**src/rtl/id_exe_stage_reg_pkg.sv**
```systemverilog
// Shared ARM core definitions: widths, EXE_CMD encodings, ID->EXE bundle.
// Also provides the writeback-hit helper used by operand refresh.
package arm_pkg;

  localparam int DATA_W = 32;
  localparam int REG_AW = 4;
  localparam int CMD_W  = 4;

  localparam logic [REG_AW-1:0] REG_PC = 4'hF;

  typedef enum logic [CMD_W-1:0] {
    EXE_NOP = 4'b0000,
    EXE_MOV = 4'b0001,
    EXE_ADD = 4'b0010,
    EXE_ADC = 4'b0011,
    EXE_SUB = 4'b0100,
    EXE_SBC = 4'b0101,
    EXE_AND = 4'b0110,
    EXE_ORR = 4'b0111,
    EXE_EOR = 4'b1000,
    EXE_MVN = 4'b1001
  } exe_cmd_e;

  typedef struct packed {
    logic wb_en;
    logic mem_r_en;
    logic mem_w_en;
    logic b;
    logic s;
  } ctrl_t;

  typedef struct packed {
    ctrl_t              ctrl;
    logic               imm;
    logic [CMD_W-1:0]   exe_cmd;
    logic [DATA_W-1:0]  pc;
    logic [DATA_W-1:0]  val_rn;
    logic [DATA_W-1:0]  val_rm;
    logic [11:0]        shift_operand;
    logic [23:0]        signed_imm24;
    logic [REG_AW-1:0]  dest;
    logic [REG_AW-1:0]  src1;
    logic [REG_AW-1:0]  src2;
    logic [3:0]         sr;
  } id_exe_t;

  // R15 is the PC and never lives in the file, so it never matches.
  function automatic logic wb_hit(
    input logic              en,
    input logic [REG_AW-1:0] dest,
    input logic [REG_AW-1:0] src
  );
    return en && (dest == src) && (src != REG_PC);
  endfunction

endpackage

```
**src/rtl/id_exe_stage_reg_if.sv**
```systemverilog
// ID->EXE stage bundle: ID-side fields, writeback bus, EXE-side fields.
// master = producer/consumer around the stage, slave = the stage itself.
interface id_exe_stage_reg_if
  import arm_pkg::*;
();

  logic              flush;
  logic              freeze;
  logic              valid_in;
  logic              wb_en_in;
  logic              mem_r_en_in;
  logic              mem_w_en_in;
  logic              b_in;
  logic              s_in;
  logic              imm_in;
  logic [CMD_W-1:0]  exe_cmd_in;
  logic [DATA_W-1:0] pc_in;
  logic [DATA_W-1:0] val_rn_in;
  logic [DATA_W-1:0] val_rm_in;
  logic [11:0]       shift_operand_in;
  logic [23:0]       signed_imm24_in;
  logic [REG_AW-1:0] dest_in;
  logic [REG_AW-1:0] src1_in;
  logic [REG_AW-1:0] src2_in;
  logic [3:0]        sr_in;

  logic              wb_wb_en;
  logic [REG_AW-1:0] wb_dest;
  logic [DATA_W-1:0] wb_value;

  logic              valid_out;
  logic              wb_en_out;
  logic              mem_r_en_out;
  logic              mem_w_en_out;
  logic              b_out;
  logic              s_out;
  logic              imm_out;
  logic [CMD_W-1:0]  exe_cmd_out;
  logic [DATA_W-1:0] pc_out;
  logic [DATA_W-1:0] val_rn_out;
  logic [DATA_W-1:0] val_rm_out;
  logic [11:0]       shift_operand_out;
  logic [23:0]       signed_imm24_out;
  logic [REG_AW-1:0] dest_out;
  logic [REG_AW-1:0] src1_out;
  logic [REG_AW-1:0] src2_out;
  logic [3:0]        sr_out;

  modport master (
    output flush, freeze, valid_in,
    output wb_en_in, mem_r_en_in, mem_w_en_in,
    output b_in, s_in, imm_in, exe_cmd_in,
    output pc_in, val_rn_in, val_rm_in,
    output shift_operand_in, signed_imm24_in,
    output dest_in, src1_in, src2_in, sr_in,
    output wb_wb_en, wb_dest, wb_value,
    input  valid_out,
    input  wb_en_out, mem_r_en_out, mem_w_en_out,
    input  b_out, s_out, imm_out, exe_cmd_out,
    input  pc_out, val_rn_out, val_rm_out,
    input  shift_operand_out, signed_imm24_out,
    input  dest_out, src1_out, src2_out, sr_out
  );

  modport slave (
    input  flush, freeze, valid_in,
    input  wb_en_in, mem_r_en_in, mem_w_en_in,
    input  b_in, s_in, imm_in, exe_cmd_in,
    input  pc_in, val_rn_in, val_rm_in,
    input  shift_operand_in, signed_imm24_in,
    input  dest_in, src1_in, src2_in, sr_in,
    input  wb_wb_en, wb_dest, wb_value,
    output valid_out,
    output wb_en_out, mem_r_en_out, mem_w_en_out,
    output b_out, s_out, imm_out, exe_cmd_out,
    output pc_out, val_rn_out, val_rm_out,
    output shift_operand_out, signed_imm24_out,
    output dest_out, src1_out, src2_out, sr_out
  );

endinterface

```
**src/rtl/id_exe_stage_reg_operand_refresh.sv**
```systemverilog
// operand_refresh: picks the writeback value for a held operand on a hit.
// Ports: i_src_idx, i_held_val, i_wb_wb_en, i_wb_dest, i_wb_value -> o_next_val.
module operand_refresh
  import arm_pkg::*;
(
  input  logic [REG_AW-1:0] i_src_idx,
  input  logic [DATA_W-1:0] i_held_val,
  input  logic              i_wb_wb_en,
  input  logic [REG_AW-1:0] i_wb_dest,
  input  logic [DATA_W-1:0] i_wb_value,
  output logic [DATA_W-1:0] o_next_val
);

  logic w_hit;

  assign w_hit = wb_hit(i_wb_wb_en, i_wb_dest, i_src_idx);

  assign o_next_val = w_hit ? i_wb_value : i_held_val;

endmodule

```
**src/rtl/id_exe_stage_reg.sv**
```systemverilog
// ID->EXE pipeline register with freeze, flush and frozen-operand refresh.
// Ports: clk, rst (sync, active-high), io_bus (id_exe_stage_reg_if.slave).
module id_exe_stage_reg
  import arm_pkg::*;
(
  input logic               clk,
  input logic               rst,
  id_exe_stage_reg_if.slave io_bus
);

  id_exe_t           r_q;
  logic              r_valid;
  id_exe_t           w_d;
  logic [DATA_W-1:0] w_rn_next;
  logic [DATA_W-1:0] w_rm_next;

  // A non-instruction must not enable any side effect downstream.
  always_comb begin
    w_d               = '0;
    if (io_bus.valid_in) begin
      w_d.ctrl.wb_en    = io_bus.wb_en_in;
      w_d.ctrl.mem_r_en = io_bus.mem_r_en_in;
      w_d.ctrl.mem_w_en = io_bus.mem_w_en_in;
      w_d.ctrl.b        = io_bus.b_in;
      w_d.ctrl.s        = io_bus.s_in;
    end
    w_d.imm           = io_bus.imm_in;
    w_d.exe_cmd       = io_bus.exe_cmd_in;
    w_d.pc            = io_bus.pc_in;
    w_d.val_rn        = io_bus.val_rn_in;
    w_d.val_rm        = io_bus.val_rm_in;
    w_d.shift_operand = io_bus.shift_operand_in;
    w_d.signed_imm24  = io_bus.signed_imm24_in;
    w_d.dest          = io_bus.dest_in;
    w_d.src1          = io_bus.src1_in;
    w_d.src2          = io_bus.src2_in;
    w_d.sr            = io_bus.sr_in;
  end

  operand_refresh u_rn (
    .i_src_idx  (r_q.src1),
    .i_held_val (r_q.val_rn),
    .i_wb_wb_en (io_bus.wb_wb_en),
    .i_wb_dest  (io_bus.wb_dest),
    .i_wb_value (io_bus.wb_value),
    .o_next_val (w_rn_next)
  );

  operand_refresh u_rm (
    .i_src_idx  (r_q.src2),
    .i_held_val (r_q.val_rm),
    .i_wb_wb_en (io_bus.wb_wb_en),
    .i_wb_dest  (io_bus.wb_dest),
    .i_wb_value (io_bus.wb_value),
    .o_next_val (w_rm_next)
  );

  // Freeze holds everything except operands of a live instruction,
  // which track the writeback bus so they never go stale.
  always_ff @(posedge clk) begin
    if (rst) begin
      r_valid <= 1'b0;
      r_q     <= '0;
    end else if (io_bus.flush) begin
      r_valid <= 1'b0;
      r_q     <= '0;
    end else if (io_bus.freeze) begin
      if (r_valid) begin
        r_q.val_rn <= w_rn_next;
        r_q.val_rm <= w_rm_next;
      end
    end else begin
      r_valid <= io_bus.valid_in;
      r_q     <= w_d;
    end
  end

  assign io_bus.valid_out         = r_valid;
  assign io_bus.wb_en_out         = r_q.ctrl.wb_en;
  assign io_bus.mem_r_en_out      = r_q.ctrl.mem_r_en;
  assign io_bus.mem_w_en_out      = r_q.ctrl.mem_w_en;
  assign io_bus.b_out             = r_q.ctrl.b;
  assign io_bus.s_out             = r_q.ctrl.s;
  assign io_bus.imm_out           = r_q.imm;
  assign io_bus.exe_cmd_out       = r_q.exe_cmd;
  assign io_bus.pc_out            = r_q.pc;
  assign io_bus.val_rn_out        = r_q.val_rn;
  assign io_bus.val_rm_out        = r_q.val_rm;
  assign io_bus.shift_operand_out = r_q.shift_operand;
  assign io_bus.signed_imm24_out  = r_q.signed_imm24;
  assign io_bus.dest_out          = r_q.dest;
  assign io_bus.src1_out          = r_q.src1;
  assign io_bus.src2_out          = r_q.src2;
  assign io_bus.sr_out            = r_q.sr;

endmodule

```
**src/flat_wrapper.sv**
```systemverilog
// flat-port wrapper written by rule: the top's interface ports become plain ports
module id_exe_stage_reg_flat import arm_pkg::*;
  (clk, rst, io_bus_flush, io_bus_freeze, io_bus_valid_in, io_bus_wb_en_in, io_bus_mem_r_en_in, io_bus_mem_w_en_in, io_bus_b_in, io_bus_s_in, io_bus_imm_in, io_bus_exe_cmd_in, io_bus_pc_in, io_bus_val_rn_in, io_bus_val_rm_in, io_bus_shift_operand_in, io_bus_signed_imm24_in, io_bus_dest_in, io_bus_src1_in, io_bus_src2_in, io_bus_sr_in, io_bus_wb_wb_en, io_bus_wb_dest, io_bus_wb_value, io_bus_valid_out, io_bus_wb_en_out, io_bus_mem_r_en_out, io_bus_mem_w_en_out, io_bus_b_out, io_bus_s_out, io_bus_imm_out, io_bus_exe_cmd_out, io_bus_pc_out, io_bus_val_rn_out, io_bus_val_rm_out, io_bus_shift_operand_out, io_bus_signed_imm24_out, io_bus_dest_out, io_bus_src1_out, io_bus_src2_out, io_bus_sr_out);
  id_exe_stage_reg_if io_bus_i ();
  input logic clk;
  input logic rst;
  input wire logic [$bits(io_bus_i.flush)-1:0] io_bus_flush;
  input wire logic [$bits(io_bus_i.freeze)-1:0] io_bus_freeze;
  input wire logic [$bits(io_bus_i.valid_in)-1:0] io_bus_valid_in;
  input wire logic [$bits(io_bus_i.wb_en_in)-1:0] io_bus_wb_en_in;
  input wire logic [$bits(io_bus_i.mem_r_en_in)-1:0] io_bus_mem_r_en_in;
  input wire logic [$bits(io_bus_i.mem_w_en_in)-1:0] io_bus_mem_w_en_in;
  input wire logic [$bits(io_bus_i.b_in)-1:0] io_bus_b_in;
  input wire logic [$bits(io_bus_i.s_in)-1:0] io_bus_s_in;
  input wire logic [$bits(io_bus_i.imm_in)-1:0] io_bus_imm_in;
  input wire logic [$bits(io_bus_i.exe_cmd_in)-1:0] io_bus_exe_cmd_in;
  input wire logic [$bits(io_bus_i.pc_in)-1:0] io_bus_pc_in;
  input wire logic [$bits(io_bus_i.val_rn_in)-1:0] io_bus_val_rn_in;
  input wire logic [$bits(io_bus_i.val_rm_in)-1:0] io_bus_val_rm_in;
  input wire logic [$bits(io_bus_i.shift_operand_in)-1:0] io_bus_shift_operand_in;
  input wire logic [$bits(io_bus_i.signed_imm24_in)-1:0] io_bus_signed_imm24_in;
  input wire logic [$bits(io_bus_i.dest_in)-1:0] io_bus_dest_in;
  input wire logic [$bits(io_bus_i.src1_in)-1:0] io_bus_src1_in;
  input wire logic [$bits(io_bus_i.src2_in)-1:0] io_bus_src2_in;
  input wire logic [$bits(io_bus_i.sr_in)-1:0] io_bus_sr_in;
  input wire logic [$bits(io_bus_i.wb_wb_en)-1:0] io_bus_wb_wb_en;
  input wire logic [$bits(io_bus_i.wb_dest)-1:0] io_bus_wb_dest;
  input wire logic [$bits(io_bus_i.wb_value)-1:0] io_bus_wb_value;
  output wire logic [$bits(io_bus_i.valid_out)-1:0] io_bus_valid_out;
  output wire logic [$bits(io_bus_i.wb_en_out)-1:0] io_bus_wb_en_out;
  output wire logic [$bits(io_bus_i.mem_r_en_out)-1:0] io_bus_mem_r_en_out;
  output wire logic [$bits(io_bus_i.mem_w_en_out)-1:0] io_bus_mem_w_en_out;
  output wire logic [$bits(io_bus_i.b_out)-1:0] io_bus_b_out;
  output wire logic [$bits(io_bus_i.s_out)-1:0] io_bus_s_out;
  output wire logic [$bits(io_bus_i.imm_out)-1:0] io_bus_imm_out;
  output wire logic [$bits(io_bus_i.exe_cmd_out)-1:0] io_bus_exe_cmd_out;
  output wire logic [$bits(io_bus_i.pc_out)-1:0] io_bus_pc_out;
  output wire logic [$bits(io_bus_i.val_rn_out)-1:0] io_bus_val_rn_out;
  output wire logic [$bits(io_bus_i.val_rm_out)-1:0] io_bus_val_rm_out;
  output wire logic [$bits(io_bus_i.shift_operand_out)-1:0] io_bus_shift_operand_out;
  output wire logic [$bits(io_bus_i.signed_imm24_out)-1:0] io_bus_signed_imm24_out;
  output wire logic [$bits(io_bus_i.dest_out)-1:0] io_bus_dest_out;
  output wire logic [$bits(io_bus_i.src1_out)-1:0] io_bus_src1_out;
  output wire logic [$bits(io_bus_i.src2_out)-1:0] io_bus_src2_out;
  output wire logic [$bits(io_bus_i.sr_out)-1:0] io_bus_sr_out;
  assign io_bus_i.flush = io_bus_flush;
  assign io_bus_i.freeze = io_bus_freeze;
  assign io_bus_i.valid_in = io_bus_valid_in;
  assign io_bus_i.wb_en_in = io_bus_wb_en_in;
  assign io_bus_i.mem_r_en_in = io_bus_mem_r_en_in;
  assign io_bus_i.mem_w_en_in = io_bus_mem_w_en_in;
  assign io_bus_i.b_in = io_bus_b_in;
  assign io_bus_i.s_in = io_bus_s_in;
  assign io_bus_i.imm_in = io_bus_imm_in;
  assign io_bus_i.exe_cmd_in = io_bus_exe_cmd_in;
  assign io_bus_i.pc_in = io_bus_pc_in;
  assign io_bus_i.val_rn_in = io_bus_val_rn_in;
  assign io_bus_i.val_rm_in = io_bus_val_rm_in;
  assign io_bus_i.shift_operand_in = io_bus_shift_operand_in;
  assign io_bus_i.signed_imm24_in = io_bus_signed_imm24_in;
  assign io_bus_i.dest_in = io_bus_dest_in;
  assign io_bus_i.src1_in = io_bus_src1_in;
  assign io_bus_i.src2_in = io_bus_src2_in;
  assign io_bus_i.sr_in = io_bus_sr_in;
  assign io_bus_i.wb_wb_en = io_bus_wb_wb_en;
  assign io_bus_i.wb_dest = io_bus_wb_dest;
  assign io_bus_i.wb_value = io_bus_wb_value;
  assign io_bus_valid_out = io_bus_i.valid_out;
  assign io_bus_wb_en_out = io_bus_i.wb_en_out;
  assign io_bus_mem_r_en_out = io_bus_i.mem_r_en_out;
  assign io_bus_mem_w_en_out = io_bus_i.mem_w_en_out;
  assign io_bus_b_out = io_bus_i.b_out;
  assign io_bus_s_out = io_bus_i.s_out;
  assign io_bus_imm_out = io_bus_i.imm_out;
  assign io_bus_exe_cmd_out = io_bus_i.exe_cmd_out;
  assign io_bus_pc_out = io_bus_i.pc_out;
  assign io_bus_val_rn_out = io_bus_i.val_rn_out;
  assign io_bus_val_rm_out = io_bus_i.val_rm_out;
  assign io_bus_shift_operand_out = io_bus_i.shift_operand_out;
  assign io_bus_signed_imm24_out = io_bus_i.signed_imm24_out;
  assign io_bus_dest_out = io_bus_i.dest_out;
  assign io_bus_src1_out = io_bus_i.src1_out;
  assign io_bus_src2_out = io_bus_i.src2_out;
  assign io_bus_sr_out = io_bus_i.sr_out;
  id_exe_stage_reg u_core (.clk(clk), .rst(rst), .io_bus(io_bus_i));
endmodule
```
**config.mk**
```make
export PLATFORM = sky130hd
export DESIGN_NAME = id_exe_stage_reg_flat
export DESIGN_NICKNAME = d
export VERILOG_FILES = /design/src/rtl/id_exe_stage_reg_pkg.sv /design/src/rtl/id_exe_stage_reg_if.sv /design/src/rtl/id_exe_stage_reg_operand_refresh.sv /design/src/rtl/id_exe_stage_reg.sv /design/src/flat_wrapper.sv
export SDC_FILE = /design/constraint.sdc
export NUM_CORES = 1
export LEC_CHECK = 0
export CORE_MARGIN = 10
export CORE_UTILIZATION = 35
export CTS_CLUSTER_DIAMETER = 200
export DETAILED_ROUTE_END_ITERATION = 10
export DONT_BUFFER_PORTS = 1
export PLACE_DENSITY = 0.49
export SKIP_CTS_REPAIR_TIMING = 1
export SLEW_MARGIN = 20
export SYNTH_ARGS = -nofsm -noshare
export SYNTH_HDL_FRONTEND = slang
export SYNTH_SLANG_ARGS = --single-unit
export TNS_END_PERCENT = 30
```
**constraint.sdc**
```tcl
create_clock -name clk -period 1.6 [get_ports clk]
set_input_delay 0.24 -clock clk [delete_from_list [all_inputs] [get_ports clk]]
set_output_delay 0.24 -clock clk [all_outputs]
set_load 0.01 [all_outputs]
```
# Word-level counts from Yosys, hierarchy flattened
# Index checks and enable logic that the tools add are counted.
# op_classes
mux	5
n_reduce_logical	7
n_eq_ne	7
# ops
op	count
2-to-1 mux 64 bit	2
2-to-1 mux 32 bit	2
equality test 4 bit	2
inequality test 4 bit (second input constant)	2
inequality test 2 x 1 -> 1 bit (second input constant)	3
2-to-1 mux 5 bit	1
logical AND 1 bit	4
AND reduction 2 bit	2
OR reduction 2 bit	1
# totals
output_inout_bits	159
register_bits	159
word_cells	36

# Depth between registers and ports, before layout
# Gate-level depths: netlist of the first run.
# logic_depth
depth_word	6
mapped_depth	6

# Cells and area by module
# Synthesis of the first run repeated with hierarchy kept, for this count alone.
# hier_totals
hier_cells	683
hier_area_um2	7490.9
# modules_own_cells
module	cells_each	instances	area_each_um2
id_exe_stage_reg	597	1	6332.3
operand_refresh	43	2	579.3

# Worst setup path after synthesis of the first run
# No wires, ideal clock.
# synth_timing
kind	reg-to-reg
from	register u_core.r_q (netlist bit u_core.io_bus.src2_out[2])
to	register u_core.r_q (netlist bit u_core.io_bus.val_rm_out[0])
setup_ns	0.146
path_buffers	1
arrival_ns	1.437
stages_incl_launch_ff	6
setup_slack_ns	0.017
required_ns	1.454
path_cell_list	dfxtp_1 -> xor2_1 -> nor4_4 -> a21bo_4 -> buf_8 -> a211oi_2
# synth_between
elab_chain_len	5
elab_cells_between_ends	6
# synth_lines
item	line	source
start: declaration	id_exe_stage_reg.sv:11	id_exe_t r_q;
start signal: assignment	id_exe_stage_reg.sv:74	r_q <= w_d;
equality test 4 bit	id_exe_stage_reg_pkg.sv:53	return en && (dest == src) && (src != REG_PC);
logical AND 1 bit	id_exe_stage_reg_pkg.sv:53	
logical AND 1 bit *	id_exe_stage_reg_pkg.sv:53	
inequality test 2 x 1 -> 1 bit (no line) *	n/a	
AND reduction 2 bit (no line) *	n/a	
# Mark *: on every way between the ends. The rest lies on a longest branch, timed or not.
# A chain may end at the register's enable or synchronous reset.

# Worst setup path in the final report of the first run
# layout_timing
from	register u_core.r_q (netlist bit u_core.io_bus.src1_out[1])
to	register u_core.r_q (netlist bit u_core.io_bus.val_rn_out[12])
# The elaborated chain is that of the path after synthesis.

==> metrics.log, run 1 <==
INFO  metric timing.rr.start = u_core.io_bus.src1_out[1]
INFO  metric fin_worst_skew = 0.008777 ns
INFO  metric drt-wirelength-per-cell = 23.34 um
INFO  metric postSynthRegisterBits = 159
INFO  metric reg2reg_setup_slack = 0.01 ns
INFO  metric critPathKind = register to register
INFO  metric crit_path_top_delay_cell = sky130_fd_sc_hd__dfxtp_4
INFO  metric ios = 359
INFO  metric setup_viol = 0
INFO  metric final_layout_size_suffix_gt1_share = 26.62%
INFO  metric floorplan.rows = 53
INFO  metric layout_setup_ws = 0.01178 ns
INFO  metric total_leakage_power = 3.837 nW
INFO  metric numCtsBuffers = 17
INFO  metric grt_first_pass_wirelength = 33,510 um
INFO  metric synth_area_per_cell = 10.83 um2
INFO  metric clock.fmax = 629.6 MHz
INFO  metric critPathLaunch = u_core.io_bus.src1_out[1]
INFO  metric fp.coreArea = 0.02089 mm2
INFO  metric first_global_vias = 5,346
INFO  metric route.vias.total = 5,395
INFO  metric grt_remaining_overflow = 0
INFO  metric first_iter_violations = 274
INFO  metric die_height = 165.4 um
INFO  metric syn_area = 0.007395 mm2
INFO  metric syn_to_final_growth = 28.93%
INFO  metric clock_latency = 0.43 ns
INFO  metric p_per_area = 1006 mW/mm2
INFO  metric r2r_cells = 6
INFO  metric hold_slack = -0.02667 ns
INFO  metric holdCritPathClass = input port to register
INFO  metric layout_worst_path_cycle_share = 99.26%
INFO  metric crit_chain = xor2_2 -> nor4_4 -> buf_12 -> a21bo_4 -> clkbuf_16 -> a211oi_2
INFO  metric tritoncts_num_sinks = 159
INFO  metric detailedPlacementHpwl = 17,330 um
INFO  metric worst_setup_hold_path_clk_slew = 0.07 ns
INFO  metric outcome = finished, violations left
INFO  metric floorplan.initialDensity = 35.40%
INFO  metric yosysUniqueCellTypes = 21
INFO  metric final_cell_mix = sky130_fd_sc_hd__dfxtp_1 (155), sky130_fd_sc_hd__mux2i_1 (153), sky130_fd_sc_hd__nor2_1 (95), sky130_fd_sc_hd__dlygate4sd3_1 (88), sky130_fd_sc_hd__nand2b_1 (64)
INFO  metric io_buffer_count = 0
INFO  metric global_routing_usage_summed_across_all_routing_layers = 15.98%
INFO  metric totalWireLength = 24,740 um
INFO  metric critPathMaxStageDelay = 0.36 ns
INFO  metric die_width = 165.4 um
INFO  metric worst-slew-pin-transition = 0.5680 ns
INFO  metric antenna_found_initial = 0
INFO  metric final_max_slew_viol_count = 0
INFO  metric via_per_inst = 5.090
INFO  metric min_period = 1.588 ns
INFO  metric dp_worst_setup_slack = 0.001490 ns
INFO  metric start_kind = register
INFO  metric setup.worst_path.end_class = register
INFO  metric max-cap-violations = 0
INFO  metric firstDrtPassIters = 4
INFO  metric postRouteAntennaNets = 0
INFO  metric headroom_to_the_max_slew_limit = 62.06%
INFO  metric die_area = 0.02734 mm2
INFO  metric failing_checks = negative hold slack
INFO  metric drc = 0
INFO  metric worst_ir_drop_vdd = 0.6146 mV
INFO  metric grt_max_degree = 227
INFO  metric syn-num-nets = 883
INFO  metric clock_tree.htree_level_count = 4
INFO  metric hold_viol_final = 4
INFO  metric crit_end = u_core.io_bus.val_rn_out[12]
INFO  metric total_design_power = 9.595 mW
INFO  metric yosys_warnings = 0
INFO  metric synth_cells = 683
INFO  metric max-clock-path-buffers = 2
INFO  metric grt_setup_unrepaired = yes
INFO  metric synth_seq_area_share = 43.05%
INFO  metric crit_fanout = 9
INFO  metric fin_nets = 972
INFO  metric diodes = 0
INFO  metric worst_ep_arrival_time = 1.88 ns
INFO  metric place.gp.congestion = 0.7802
INFO  metric cts_root_buf = sky130_fd_sc_hd__clkbuf_16
INFO  metric most_common_cell_after_layout_fill_and_taps_aside = sky130_fd_sc_hd__dfxtp_1
INFO  metric rr_endpoint = u_core.io_bus.val_rn_out[12]
INFO  metric tritoncts = yes
INFO  metric worst_ep_required_time = 1.89 ns
[synthesized netlist by cell type (all sizes together)]
library cell / n / share of area (%)
nand2: 1 / 0.085
buf: 37 / 3.9
a211oi: 64 / 11
nor2b: 1 / 0.085
xor2: 8 / 0.95
a41oi: 2 / 0.24
nor4: 2 / 0.58
nor2: 95 / 4.8
mux2i: 153 / 21
a22oi: 5 / 0.51
a21oi: 65 / 7.4
nand2b: 64 / 5.4
a21bo: 2 / 0.44
dfxtp: 159 / 43
clkbuf: 24 / 1.2
or2: 1 / 0.085
[per-stage QoR]
| step | std cells | instance area [um2] | utilization [%] | TNS, ns | hold WS [ns] |
|---|---|---|---|---|---|
| global route | 1060 | 9534 | 45.64 | -1.434 | -0.02124 |
| global placement | 930 | 7800 | 37.34 | 0 | 0.3863 |
| floorplan | 683 | 7395 | - | 0 | 0.3839 |
| detailed placement | 930 | 7800 | 37.34 | 0 | 0.3942 |
| CTS | 962 | 8421 | 40.31 | -0.04165 | -0.06592 |
| finish | 1060 | 9534 | 45.64 | 0 | -0.02667 |
[worst max-delay path, delay by kind of cell (launching register included)]
| kind | cells | cell delay (ns) |
|---|---|---|
| buffers and inverters | 2 | 0.35 |
| AND/OR/NAND/NOR | 1 | 0.31 |
| AO/OA/AOI/OAI | 2 | 0.28 |
| flip-flops | 1 | 0.36 |
| XOR/XNOR | 1 | 0.15 |
[flip-flops by register name, summed over array words and instances (netlist names), 4 cells and up]
register and flops:
u_core.io_bus.sr_out 4, u_core.io_bus.pc_out 32, u_core.io_bus.signed_imm24_out 24, u_core.io_bus.src1_out 4, u_core.io_bus.dest_out 4, u_core.io_bus.exe_cmd_out 4
u_core.io_bus.shift_operand_out 12, u_core.io_bus.src2_out 4, u_core.io_bus.val_rn_out 32, u_core.io_bus.val_rm_out 32
[logic make-up (layout without fill, tap and decap cells)]
group           after synthesis  count (layout)  share of synthesized area, %
xor+xnor                      8               8                        0.9476
mux                         153             153                         20.71
flops                       159             159                         43.05
simple gates                164             164                         11.07
buf+inv                      61             163                         5.093
compound gates              138             138                         19.14
[worst min path at each step]
stage | from | to | slack (ns) | cells past startpoint
finish | io_bus_dest_in[3] | u_core.io_bus.dest_out[3] | -0.03 | 2
global route | io_bus_shift_operand_in[7] | u_core.io_bus.shift_operand_out[7] | -0.02 | 2
CTS | io_bus_pc_in[23] | u_core.io_bus.pc_out[23] | -0.07 | 2
detailed placement | io_bus_signed_imm24_in[13] | u_core.io_bus.signed_imm24_out[13] | 0.39 | 2
global placement | io_bus_exe_cmd_in[2] | u_core.io_bus.exe_cmd_out[2] | 0.39 | 2
floorplan | io_bus_dest_in[0] | u_core.io_bus.dest_out[0] | 0.38 | 2
[layout make-up]
| type | count | area [um2] |
|---|---|---|
| flip-flops and latches | 159 | 3191 |
| multi-input cells | 463 | 3897 |
| clock inverters | 15 | 195.2 |
| fillers | 1914 | 11350 |
| well taps | 275 | 344.1 |
| repair buffers | 131 | 1481 |
| clock buffers | 17 | 425.4 |
[per-layer routing]
metal	vias to the layer above	share of wire [%]	wire [um]	GRT usage, %
li1	2575	-	-	-
met1	2570	35	8742	17.10
met2	225	50	12460	26.69
met3	25	13	3196	8.949
met4	0	1.4	340	4.270
met5	-	0	0	0
[power by group]
| part | leakage, nW | total [mW] | internal (mW) | switching (mW) |
|---|---|---|---|---|
| Clock | 0.300 | 4.14 | 2.13 | 2.01 |
| Combinational | 2.24 | 1.15 | 0.606 | 0.546 |
| Sequential | 1.30 | 4.30 | 4.10 | 0.194 |
No activity file was read; power rests on OpenSTA's default activity.
==> run 2, diff against run 1 <==
Settings changed: ABC_AREA set to 1.
==> run 2 against run 1 <==
Compared with the run above: worst hold slack better by 0.037 ns; largest cell class is now flip-flops and latches; die area is 7.6% lower; combinational power is 7% lower; total power is 1.7% lower; wire length increased by 5.1%; global-route usage up 1.8 points; final area shrank 11%; the flow now finishes without violations; highest routed layer unchanged; maximum frequency rose by 6.6%.
==> metrics.log, run 2 <==
INFO  metric final_cell_mix = sky130_fd_sc_hd__nand2_1 (292), sky130_fd_sc_hd__a21oi_1 (222), sky130_fd_sc_hd__dfxtp_1 (159), sky130_fd_sc_hd__dlygate4sd3_1 (89), sky130_fd_sc_hd__nor2_1 (69)
INFO  metric worst_ep_required_time = 1.91 ns (+0.02 ns)
INFO  metric totalWireLength = 25,990 um (+5.1%)
INFO  metric drt-wirelength-per-cell = 20.31 um (-13%)
INFO  metric hold_viol_final = 0 (-4)
INFO  metric min_period = 1.491 ns (-0.09764 ns)
INFO  metric grt_remaining_overflow = 0 (unchanged)
INFO  metric firstDrtPassIters = 5 (+1)
INFO  metric synth_area_per_cell = 7.155 um2 (-34%)
INFO  metric final_layout_size_suffix_gt1_share = 7.059% (-20 points)
INFO  metric synth_seq_area_share = 47.13% (+4.1 points)
INFO  metric die_width = 158.9 um (-3.9%)
INFO  metric timing.rr.start = u_core.io_bus.src1_out[1]
INFO  metric synth_enable_flop_cells = 0 (unchanged)
INFO  metric synth_largest_area_cell = sky130_fd_sc_hd__dfxtp_1
INFO  metric outcome = completed
INFO  metric syn_to_final_growth = 25.12%
INFO  metric numCtsBuffers = 17 (unchanged)
INFO  metric max-clock-path-buffers = 2 (unchanged)
INFO  metric postSynth.asyncResetShare = 0% (unchanged)
INFO  metric total_design_power = 9.433 mW (-1.7%)
INFO  metric tritoncts_num_sinks = 159 (unchanged)
INFO  metric setup_viol = 0 (unchanged)
INFO  metric power.share.clock = 43.2% (about the same)
INFO  metric postRouteAntennaNets = 0 (unchanged)
INFO  metric headroom_to_the_max_slew_limit = 62.84% (+0.78 points)
INFO  metric tritoncts = yes
INFO  metric most_common_cell_after_layout_fill_and_taps_aside = sky130_fd_sc_hd__nand2_1
INFO  metric drc = 0 (unchanged)
INFO  metric io_buffer_count = 0 (unchanged)
INFO  metric worst_ep_arrival_time = 1.80 ns (-0.08 ns)
INFO  metric grt_first_pass_wirelength = 36,000 um (+7.4%)
INFO  metric diodes = 0 (unchanged)
INFO  metric clock_tree.htree_level_count = 4 (unchanged)
INFO  metric syn_area = 0.006754 mm2 (-8.7%)
INFO  metric die_height = 158.9 um (-3.9%)
INFO  metric place.gp.congestion = 0.7806 (about the same)
INFO  metric synth_top_flop_cell = sky130_fd_sc_hd__dfxtp_1
INFO  metric total_leakage_power = 3.410 nW (-11%)
INFO  metric r2r_cells = 6 (unchanged)
INFO  metric layout_worst_path_cycle_share = 93.16% (-6.1 points)
INFO  metric holdCritPathClass = input port to register
INFO  metric grt_max_degree = 137 (-40%)
INFO  metric placement.cell_area = 0.006897 mm2 (-12%)
INFO  metric floorplan.rows = 50 (-5.7%)
INFO  metric syn-num-nets = 1,144 (+30%)
INFO  metric floorplan.initialDensity = 35.87% (+0.47 points)
INFO  metric detailedPlacementHpwl = 17,370 um (+0.24%)
INFO  metric synth_top_area_share = 47.13% (+4.1 points)
INFO  metric critPathLaunch = u_core.io_bus.src1_out[1]
INFO  metric min_from = io_bus_src1_in[2]
INFO  metric power.share.combinational = 11.3% (-0.7 points)
INFO  metric ios = 359 (unchanged)
INFO  metric worst_ir_drop_vdd = 0.6791 mV (+10%)
INFO  metric critPathKind = register to register
INFO  metric cts_root_buf = sky130_fd_sc_hd__clkbuf_16
INFO  metric design_area = 0.008451 mm2 (-11%)
INFO  metric p_sw_share = 27.04% (-1.6 points)
INFO  metric synthTopCellsByArea = sky130_fd_sc_hd__dfxtp_1 (47%), sky130_fd_sc_hd__a21oi_1 (16%), sky130_fd_sc_hd__nand2_1 (16%)
INFO  metric global_routing_usage_summed_across_all_routing_layers = 17.83% (+1.8 points)
INFO  metric p_int = 6.882 mW (+0.58%)
INFO  metric synth_cells = 944 (+38%)
INFO  metric first_global_vias = 5,700 (+6.6%)
INFO  metric yosysUniqueCellTypes = 19 (-9.5%)
INFO  metric first_iter_violations = 479 (+75%)
INFO  metric fin_setup_tns = 0 ns (unchanged)
INFO  metric fin_worst_skew = 0.009538 ns (+0.0007618 ns)
INFO  metric worst_setup_hold_path_clk_slew = 0.07 ns (about the same)
INFO  metric ys_top_cells_by_count = sky130_fd_sc_hd__nand2_1 (292), sky130_fd_sc_hd__a21oi_1 (222), sky130_fd_sc_hd__dfxtp_1 (159), sky130_fd_sc_hd__nor2_1 (69), sky130_fd_sc_hd__nand3_1 (66)
INFO  metric fin_nets = 1,208 (+24%)
INFO  metric yosys_warnings = 0 (unchanged)
INFO  metric antenna_found_initial = 0 (unchanged)
INFO  metric postSynthRegisterBits = 159 (unchanged)
INFO  metric final.fill_count = 1,904 (-0.52%)
INFO  metric clock.fmax = 670.9 MHz (+6.6%)
INFO  metric clock_latency = 0.42 ns (about the same)
INFO  metric crit_fanout = 32 (+23)
INFO  metric hold_path_depth = 2 (unchanged)
INFO  metric route.vias.total = 6,416 (+19%)
INFO  metric max-cap-violations = 0 (unchanged)
INFO  metric final_max_slew_viol_count = 0 (unchanged)
INFO  metric power.share.sequential = 45.5% (+0.7 points)
INFO  metric die_area = 0.02525 mm2 (-7.6%)
INFO  metric via_per_inst = 5.013 (-1.5%)
INFO  metric dominant_cell_by_count_in_the_synthesized_netlist = sky130_fd_sc_hd__nand2_1
INFO  metric netSwitchingPower = 2.551 mW (-7.3%)
INFO  metric fp.coreArea = 0.01883 mm2 (-9.9%)
INFO  metric layout_setup_ws = 0.1094 ns (+0.09764 ns)
INFO  metric dp_worst_setup_slack = -0.06561 ns (-0.06710 ns)
INFO  metric worst-slew-pin-transition = 0.5574 ns (-0.01057 ns)
INFO  metric p_per_area = 1116 mW/mm2 (+11%)
INFO  metric start_kind = register
INFO  metric setup.worst_path.end_class = register
[run 2: power groups by stage]
stage                     Combinational [mW]  Clock, mW  Sequential, mW
after detailed placement               0.834          0            4.39
after global placement                 0.832          0            4.39
final                                   1.07       4.08            4.29
after global routing                    1.20       4.35            4.31
after floorplan                        0.727          0            4.33
after CTS                              0.838       4.18            4.30
[run 2: critical path, cell delays in order (launching register included)]
cell                      delay [ns]
sky130_fd_sc_hd__dfxtp_1        0.33
sky130_fd_sc_hd__nand3_1        0.13
sky130_fd_sc_hd__a21oi_4        0.13
sky130_fd_sc_hd__nor2_8         0.48
sky130_fd_sc_hd__nand3_1        0.15
sky130_fd_sc_hd__nand2_1        0.09
sky130_fd_sc_hd__nor2_1         0.04
[run 2: worst paths after layout]
check	endpoint	slack, ns
max reg2reg	u_core.io_bus.val_rn_out[9]	0.11
max	u_core.io_bus.val_rn_out[9]	0.11
min reg2reg	u_core.io_bus.src1_out[2]	0.51
min	u_core.io_bus.src1_out[2]	0.01
[run 2: kinds of logic (layout without fill, tap and decap cells)]
logic type	count (synthesis)	in the layout	share of synthesized area (%)
and+or+nand+nor	437	441	26.64
DFF	159	159	47.13
AOI/OAI and AO/OA	231	231	17.49
buffers and inverters	117	189	8.744
[run 2: routing by layer]
metal / routed length, um / vias to the layer above / track usage, %
li1: - / 3188 / -
met1: 10250 / 2909 / 20.21
met2: 12280 / 305 / 28.10
met3: 3232 / 14 / 10.64
met4: 235 / 0 / 4.170
met5: 0 / - / 0
[run 2: layout make-up]
type / instances / area (um2) / area share [%]
flip-flops and latches: 159 / 3183 / 37.67
multi-input cells: 672 / 3039 / 35.96
repair buffers: 112 / 1144 / 13.53
clock buffers: 17 / 425.4 / 5.034
well taps: 260 / 325.3 / 3.850
inverters: 46 / 175.2 / 2.073
clock inverters: 14 / 158.9 / 1.880
[run 2: stage by stage]
stage	hold slack [ns]	instances	utilization, %
global placement	0.3664	1155	36.62
global route	0.01305	1280	44.88
finish	0.01071	1280	44.88
detailed placement	0.3764	1155	36.62
floorplan	0.3831	944	-
CTS	-0.08744	1186	39.73
